<file path="src/rtl/seq_bit_serializer_if.sv">
// Word-in / bit-out handshake bundle for seq_bit_serializer.
// The master is the word source and the slave is the serializer.
interface seq_bit_serializer_if #(
  parameter int WIDTH = 8
);
  logic             in_valid;
  logic [WIDTH-1:0] in_data;
  logic             in_ready;
  logic             out_valid;
  logic             out_data;
  logic             busy;
  logic             frame_done;

  modport master (
    output in_valid, in_data,
    input  in_ready, out_valid, out_data, busy, frame_done
  );

  modport slave (
    input  in_valid, in_data,
    output in_ready, out_valid, out_data, busy, frame_done
  );
endinterface

</file>
<file path="src/rtl/seq_bit_serializer.sv">
// Parallel-to-serial front end with a one-word holding register.
// Emits one strobed bit per GAP+1 cycles, and streams consecutive words without bubbles.
//
// state   | meaning
// S_IDLE  | shifter empty, waiting for the holding register to fill
// S_SHIFT | out_valid high for the current bit
// S_GAP   | idle gap cycles after a bit, gap counter running down
module seq_bit_serializer #(
  parameter int WIDTH     = 8,
  parameter int GAP       = 1,
  parameter int MSB_FIRST = 1
) (
  input  logic                clk,
  input  logic                rst,
  seq_bit_serializer_if.slave bus
);
  localparam int              CW         = $clog2(WIDTH + 1);
  localparam logic [CW-1:0]   WIDTH_C    = CW'(WIDTH);
  localparam logic [3:0]      GAP_RELOAD = (GAP > 0) ? 4'(GAP - 1) : 4'd0;

  typedef enum logic [1:0] {S_IDLE, S_SHIFT, S_GAP} state_t;

  state_t           r_state,     w_state;
  logic [WIDTH-1:0] r_hold,      w_hold;
  logic             r_hold_full, w_hold_full;
  logic [WIDTH-1:0] r_shift,     w_shift;
  logic [CW-1:0]    r_bit_cnt,   w_bit_cnt;
  logic [3:0]       r_gap_cnt,   w_gap_cnt;
  logic             r_out_valid, w_out_valid;
  logic             r_out_data,  w_out_data;
  logic             r_frame_done, w_frame_done;
  logic             r_busy,      w_busy;
  logic             w_in_ready;
  logic             w_expire;
  logic             w_load;
  logic             w_advance;

  assign w_in_ready = !r_hold_full && !rst;

  always_comb begin
    w_state     = r_state;
    w_hold      = r_hold;
    w_hold_full = r_hold_full;
    w_shift     = r_shift;
    w_bit_cnt   = r_bit_cnt;
    w_gap_cnt   = r_gap_cnt;
    w_out_valid = 1'b0;
    w_expire    = 1'b0;
    w_load      = 1'b0;
    w_advance   = 1'b0;

    // Capture only when the holding register is empty, so it never races a load.
    if (bus.in_valid && w_in_ready) begin
      w_hold      = bus.in_data;
      w_hold_full = 1'b1;
    end

    case (r_state)
      S_IDLE: begin
        if (r_hold_full) w_load = 1'b1;
      end
      S_SHIFT: begin
        if (GAP == 0) begin
          w_expire = 1'b1;
        end else begin
          w_state   = S_GAP;
          w_gap_cnt = GAP_RELOAD;
        end
      end
      S_GAP: begin
        if (r_gap_cnt == 4'd0) w_expire = 1'b1;
        else                   w_gap_cnt = r_gap_cnt - 4'd1;
      end
      default: w_state = S_IDLE;
    endcase

    if (w_expire) begin
      if (r_bit_cnt < WIDTH_C) w_advance = 1'b1;
      else if (r_hold_full)    w_load    = 1'b1;
      else                     w_state   = S_IDLE;
    end

    if (w_load) begin
      w_shift     = r_hold;
      w_hold_full = 1'b0;
      w_bit_cnt   = CW'(1);
      w_state     = S_SHIFT;
      w_out_valid = 1'b1;
    end

    if (w_advance) begin
      w_shift     = (MSB_FIRST != 0) ? (r_shift << 1) : (r_shift >> 1);
      w_bit_cnt   = r_bit_cnt + CW'(1);
      w_state     = S_SHIFT;
      w_out_valid = 1'b1;
    end

    w_out_data   = w_out_valid & ((MSB_FIRST != 0) ? w_shift[WIDTH-1] : w_shift[0]);
    w_frame_done = w_out_valid && (w_bit_cnt == WIDTH_C);
    w_busy       = (w_state != S_IDLE) || w_hold_full;
  end

  always_ff @(posedge clk or posedge rst) begin
    if (rst) begin
      r_state      <= S_IDLE;
      r_hold       <= '0;
      r_hold_full  <= 1'b0;
      r_shift      <= '0;
      r_bit_cnt    <= '0;
      r_gap_cnt    <= 4'd0;
      r_out_valid  <= 1'b0;
      r_out_data   <= 1'b0;
      r_frame_done <= 1'b0;
      r_busy       <= 1'b0;
    end else begin
      r_state      <= w_state;
      r_hold       <= w_hold;
      r_hold_full  <= w_hold_full;
      r_shift      <= w_shift;
      r_bit_cnt    <= w_bit_cnt;
      r_gap_cnt    <= w_gap_cnt;
      r_out_valid  <= w_out_valid;
      r_out_data   <= w_out_data;
      r_frame_done <= w_frame_done;
      r_busy       <= w_busy;
    end
  end

  assign bus.in_ready   = w_in_ready;
  assign bus.out_valid  = r_out_valid;
  assign bus.out_data   = r_out_data;
  assign bus.frame_done = r_frame_done;
  assign bus.busy       = r_busy;
endmodule

</file>
<file path="src/flat_wrapper.sv">
// flat-port wrapper written by rule: the top's interface ports become plain ports
module seq_bit_serializer_flat 
#(
  parameter int WIDTH     = 8,
  parameter int GAP       = 1,
  parameter int MSB_FIRST = 1
)
  (clk, rst, bus_in_valid, bus_in_data, bus_in_ready, bus_out_valid, bus_out_data, bus_busy, bus_frame_done);
  seq_bit_serializer_if #(.WIDTH(WIDTH)) bus_i ();
  input  logic clk;
  input  logic rst;
  input wire logic [$bits(bus_i.in_valid)-1:0] bus_in_valid;
  input wire logic [$bits(bus_i.in_data)-1:0] bus_in_data;
  output wire logic [$bits(bus_i.in_ready)-1:0] bus_in_ready;
  output wire logic [$bits(bus_i.out_valid)-1:0] bus_out_valid;
  output wire logic [$bits(bus_i.out_data)-1:0] bus_out_data;
  output wire logic [$bits(bus_i.busy)-1:0] bus_busy;
  output wire logic [$bits(bus_i.frame_done)-1:0] bus_frame_done;
  assign bus_i.in_valid = bus_in_valid;
  assign bus_i.in_data = bus_in_data;
  assign bus_in_ready = bus_i.in_ready;
  assign bus_out_valid = bus_i.out_valid;
  assign bus_out_data = bus_i.out_data;
  assign bus_busy = bus_i.busy;
  assign bus_frame_done = bus_i.frame_done;
  seq_bit_serializer #(.WIDTH(WIDTH), .GAP(GAP), .MSB_FIRST(MSB_FIRST)) u_core (.clk(clk), .rst(rst), .bus(bus_i));
endmodule
</file>
<file path="config.mk">
export PLATFORM = sky130hd
export DESIGN_NAME = seq_bit_serializer_flat
export DESIGN_NICKNAME = d
export VERILOG_FILES = /design/src/rtl/seq_bit_serializer_if.sv /design/src/rtl/seq_bit_serializer.sv /design/src/flat_wrapper.sv
export SDC_FILE = /design/constraint.sdc
export NUM_CORES = 1
export LEC_CHECK = 0
export ABC_AREA = 1
export CAP_MARGIN = 5
export CORE_MARGIN = 2
export CORE_UTILIZATION = 35
export DETAILED_ROUTE_END_ITERATION = 10
export GPL_TIMING_DRIVEN = 0
export PLACE_DENSITY_LB_ADDON = 0.08
export SLEW_MARGIN = 30
export SYNTH_ARGS = -nofsm -noshare
export SYNTH_HDL_FRONTEND = slang
export SYNTH_SLANG_ARGS = --single-unit
</file>
<file path="constraint.sdc">
create_clock -name clk -period 2.2 [get_ports clk]
set_clock_uncertainty 0.15 [all_clocks]
set_input_delay 0.22 -clock clk [delete_from_list [all_inputs] [get_ports clk]]
set_output_delay 0.22 -clock clk [all_outputs]
set_load 0.1 [all_outputs]
</file>
After elaboration in Yosys (flattened, before gate mapping) --
Cells that the tools add are included.
Word-level totals: bits in registers 31, bits in latches 0, memory bits (writable) 0, bits in read-only memories 0, input port bits 11, output and inout port bits 5, word-level logic and storage cells 57, memories kept 0
Cells by class: add/subtract/negate cells 2, multipliers 0, divide/modulo/power cells 0, order comparisons 1, eq/ne operators 4, shift-type cells 0, mux-type cells 25, bitwise logic cells 1, reduce and logical (&&, ||, !) cells 13
Operators by type and width (count):
- 2-to-1 mux 8 bit | 2
- 2-to-1 mux 1 bit | 13
- 2-to-1 mux 4 bit | 3
- 2-to-1 mux 2 bit | 5
- one-hot mux 4 bit (2 select lines) | 1
- nonzero test 2 bit | 3
- adder 4 x 1 -> 4 bit, second input constant | 1
- == test 4 bit, second input constant | 1
- logical NOT 4 bit | 1
- < comparator 4 bit, second input constant | 1
- one-hot mux 2 bit (2 select lines) | 1
- subtractor 4 x 1 -> 4 bit, second input constant | 1
- logical AND 1 bit | 3
- == test 2 x 1 -> 1 bit, second input constant | 1
- == test 2 bit, second input constant | 1
- logical NOT 1 bit | 2
- logical NOT 2 bit | 1
- != test 2 bit, second input constant | 1
- AND reduction 2 bit | 1
- OR reduction 2 bit | 1
- AND 1 bit | 1
- logical OR 1 bit | 1

Depth between registers and ports, before layout --
Gate-level depths: netlist (run 1).
depth after elaboration 10, mapped depth 10, mapped depth without buffers 10

Worst setup path after synthesis (run 1) --
No wires, ideal clock.
path kind reg2reg, start point reg u_core.r_hold_full, end point reg u_core.r_hold[0], setup time 0.125 ns, arrival 2.660 ns, required time 1.925 ns, slack -0.735 ns, stages on the path, launching flop included 4, buffers on the path 0, clock period less this slack 2.935 ns, cell sequence dfrtp_1 -> nor2_1 -> nand2_1 -> mux2_2
Between the ends: word-level cells in the longest chain between the ends 3
RTL lines:
- start, declared | RTL line seq_bit_serializer.sv:25 | logic r_hold_full, w_hold_full;
- start signal, assigned | RTL line seq_bit_serializer.sv:118 | r_hold_full <= w_hold_full;
- logical NOT 1 bit | RTL line seq_bit_serializer.sv:38 | assign w_in_ready = !r_hold_full && !rst;
- logical AND 1 bit | RTL line seq_bit_serializer.sv:38
- named net bus_in_ready | RTL line flat_wrapper.sv:14 | output wire logic [$bits(bus_i.in_ready)-1:0] bus_in_ready;
- logical AND 1 bit | RTL line seq_bit_serializer.sv:53 | if (bus.in_valid && w_in_ready) begin
- end signal, assigned | RTL line seq_bit_serializer.sv:117 | r_hold <= w_hold;
- end, declared | RTL line seq_bit_serializer.sv:24 | logic [WIDTH-1:0] r_hold, w_hold;
The timed path passes the listed nets, and every way through them passes these cells. A chain may end at the register's enable or synchronous reset.

Worst setup path after layout (run 1) --
start point reg u_core.r_busy, in the netlist u_core.bus.busy, end point out bus_busy
RTL lines:
- start, declared | RTL line seq_bit_serializer.sv:32 | logic r_busy, w_busy;
- start signal, assigned | RTL line seq_bit_serializer.sv:125 | r_busy <= w_busy;
- end, declared | RTL line flat_wrapper.sv:17 | output wire logic [$bits(bus_i.busy)-1:0] bus_busy;
No word-level cell between the ends.

==> impl_metrics.json, run 1 <==
{
  "yosys_warnings": 0,
  "fin_crit_ns": 2.09,
  "synth_top_area_share_pct": 50.9,
  "drive_gt1_share_pct": 18.3,
  "path_cells": "clkdlybuf4s50_1",
  "critPathKind": "reg -> out",
  "clkPwrFrac_pct": 16.5,
  "hold_path_class": "in -> async",
  "core_area_um2": 4030,
  "synth_edf_count": 0,
  "cts.sinks": 30,
  "switching_power_w": 0.00113,
  "cp.depth": 1,
  "final_cells": 225,
  "worstSetupEndpoint": "bus_busy",
  "synthTopCellsByCount": "30 x dfrtp_1, 29 x nand2_1, 19 x inv_1",
  "area_delta_synth_final_pct": 20.4,
  "gp_congestion": 0.722,
  "antenna_left": 0,
  "antenna_found_initial": 0,
  "ys_seq_area_share_pct": 50.9,
  "switching_share_pct": 43.1,
  "post_drt_wl_per_cell_um": 12.4,
  "reg2reg_depth": 9,
  "status": "complete, no violations",
  "numCtsBuffers": 5,
  "place_area_um2": 1700,
  "crit_path_end_kind": "primary output",
  "synth-main-ff-cell": "dfrtp_1",
  "drtIter0Drc": 19,
  "dr.pass1.iters": 4,
  "fill_cells": 411,
  "overflow": 0,
  "pre_cts_ws_ns": -0.101,
  "clk_latency_ns": 0.28,
  "synth_cell_types": 25,
  "nets": 192,
  "critPathLaunch": "u_core.bus.busy",
  "p_seq_share_pct": 35.7,
  "fin_hold_ws_ns": 0.273,
  "yosys.area.top_type": "dfrtp_1",
  "synth_nets": 170,
  "path_buf_inv": 1,
  "reg2reg_from": "u_core.r_state[0]",
  "syn_avg_cell_area_um2": 9.58,
  "post_cts_buffers": 0,
  "io_pins": 16,
  "clkTransAtPathRegs_ns": 0.06,
  "slew_headroom_pct": 35.6,
  "required_ns": 1.83,
  "cts-root-buf": "clkbuf_8",
  "setup_viol": 0,
  "comb_power_share_pct": 47.8,
  "antennaDiodeCount": 0,
  "p_leak_nw": 0.879,
  "slowest_delay_ns": 1.12,
  "cp_max_fo": 1,
  "fin_crit_sh_pct": 95.1,
  "grt_use_total_pct": 14.4,
  "first_global_vias": 1070,
  "die_h_um": 68.9,
  "postLayoutCellArea_um2": 1780,
  "slew_violations": 0,
  "hold_viol_final": 0,
  "cp-start-kind": "register",
  "totalWireLength_mm": 2.79,
  "h-tree-depth": 2,
  "place_hpwl_mm": 1.96,
  "reg2reg_to": "u_core.r_shift[3]",
  "r2r_slack_ns": 0.40,
  "worstMarginPinSlew_ns": 0.964,
  "dp.cells": 219,
  "drcViolationCount": 0,
  "syn_inst": 154,
  "port_buffers": 15,
  "viasPerCell": 4.84,
  "critPathTopFamily": "buffers and inverters",
  "arrival_ns": 1.72,
  "vias": 1089,
  "num_rows": 23,
  "p_int_w": 0.00149,
  "syn_area_um2": 1480,
  "drv_cap": 0,
  "power_density_nw_per_um2": 1470,
  "die_area_um2": 4750,
  "fin_util_pct": 44.1,
  "rsz0062_at_grt": "no",
  "async_flop_share_pct": 100,
  "synthTopCellsByArea": "dfrtp_1 51%, nand2_1 7.4%, mux2_2 6.1%",
  "cts.path.max_buffers": 2,
  "start_util_pct": 36.6,
  "cts_tree": "built",
  "ir_drop_mv": 0.471,
  "max_freq_ghz": 0.478,
  "grt_pass1_wl_mm": 4.94,
  "slowest_stage": "clkdlybuf4s50_1",
  "setup_ws_ns": 0.109,
  "grt_max_degree": 31,
  "die_x_um": 68.9,
  "ys_ff_latch": 30,
  "synth_most_common_cell": "dfrtp_1"
}
-- state kept, by name (all words and copies together), names as in the netlist --
name / flops
u_core.r_gap_cnt: 4
u_core.r_hold_full: 1
u_core.r_shift: 7
u_core.bus.out_data: 1
u_core.r_bit_cnt: 4
u_core.bus.out_valid: 1
u_core.bus.frame_done: 1
u_core.bus.busy: 1
u_core.r_state: 2
u_core.r_hold: 8
-- metal layers --
layer | vias up | part of all wire (%) | GRT usage (%)
met1 | 530 | 45 | 17.4
li1 | 545 | - | -
met4 | 0 | 1.7 | 6.62
met5 | - | 0 | 0
met3 | 4 | 2.7 | 3.90
met2 | 10 | 50 | 23.8
-- what timing repair did --
item,in CTS,in global routing
setup endpoints to repair,1,0
hold buffers,0,0
endpoints found under the hold margin,0,0
gates resized for setup,1,0
-- layout make-up --
cell class                      instances  area, um^2  share of cell area, %
Tap cell                               50        62.6                   3.52
Clock buffer                            6        82.6                   4.65
Inverter                               22        82.6                   4.65
Sequential cell                        30         751                   42.3
Timing Repair Buffer                   15         149                   8.38
Multi-Input combinational cell        100         627                   35.3
Buffer                                  2        22.5                   1.27
-- cells by family after synthesis --
logic type	count (synthesis)	share of synthesized area (%)
DFF	30	50.9
and+or+nand+nor	77	27.2
muxes	8	6.11
AOI/OAI and AO/OA	9	3.82
buffers and inverters	24	7.12
xor gates and xnor gates	1	0.594
adders and majority gates	5	4.24
-- power by group through the flow --
stage          combinational, W  sequential, W  clock, W
2_1_floorplan          0.000875        0.00106         0
3_3_place_gp            0.00124       0.000935         0
3_5_place_dp            0.00127       0.000945         0
4_1_cts                 0.00127       0.000936  0.000447
5_1_grt                 0.00142       0.000965  0.000466
6_report                0.00125       0.000934  0.000432
-- worst register-to-register path: cells and delay by family, from the launching register on --
| kind | cells | cell delay (ns) |
|---|---|---|
| simple gates | 4 | 0.38 |
| buf+inv | 4 | 0.49 |
| fa+ha+maj | 1 | 0.29 |
| flops | 1 | 0.38 |
-- cells in the final DEF, fill, tap and decap left out, types with 4 or more instances in the layout --
cell	count
clkdlybuf4s50_1	14
nand4_1	11
nand2_1	29
inv_2	4
nand3_1	15
clkbuf_8	6
nor2_1	10
inv_1	18
ha_1	5
dfrtp_1	30
mux2_2	8
-- stage by stage --
| step | total power, W | setup TNS [ns] |
|---|---|---|
| after floorplan | 0.00194 | 0 |
| final | 0.00262 | 0 |
| after detailed placement | 0.00222 | -0.101 |
| after global placement | 0.00218 | -0.0795 |
| after global routing | 0.00285 | 0 |
| after CTS | 0.00265 | 0 |
-- worst min path at each step --
stage                     depth (start not counted)                 to  slack [ns]
after floorplan                                   1    u_core.bus.busy        0.16
after detailed placement                          2  u_core.r_shift[6]        0.34
after global placement                            2  u_core.r_shift[0]        0.32
final                                             2    u_core.bus.busy        0.27
after CTS                                         2    u_core.bus.busy        0.30
after global routing                              2    u_core.bus.busy        0.34
(Power assumes the default switching activity.)
==> run 2, diff against run 1 <==
Settings changed: GPL_ROUTABILITY_DRIVEN from default to 0.
==> results of run 2 <==
Same layout as run 1: the final DEF is identical, and so are final timing and power.
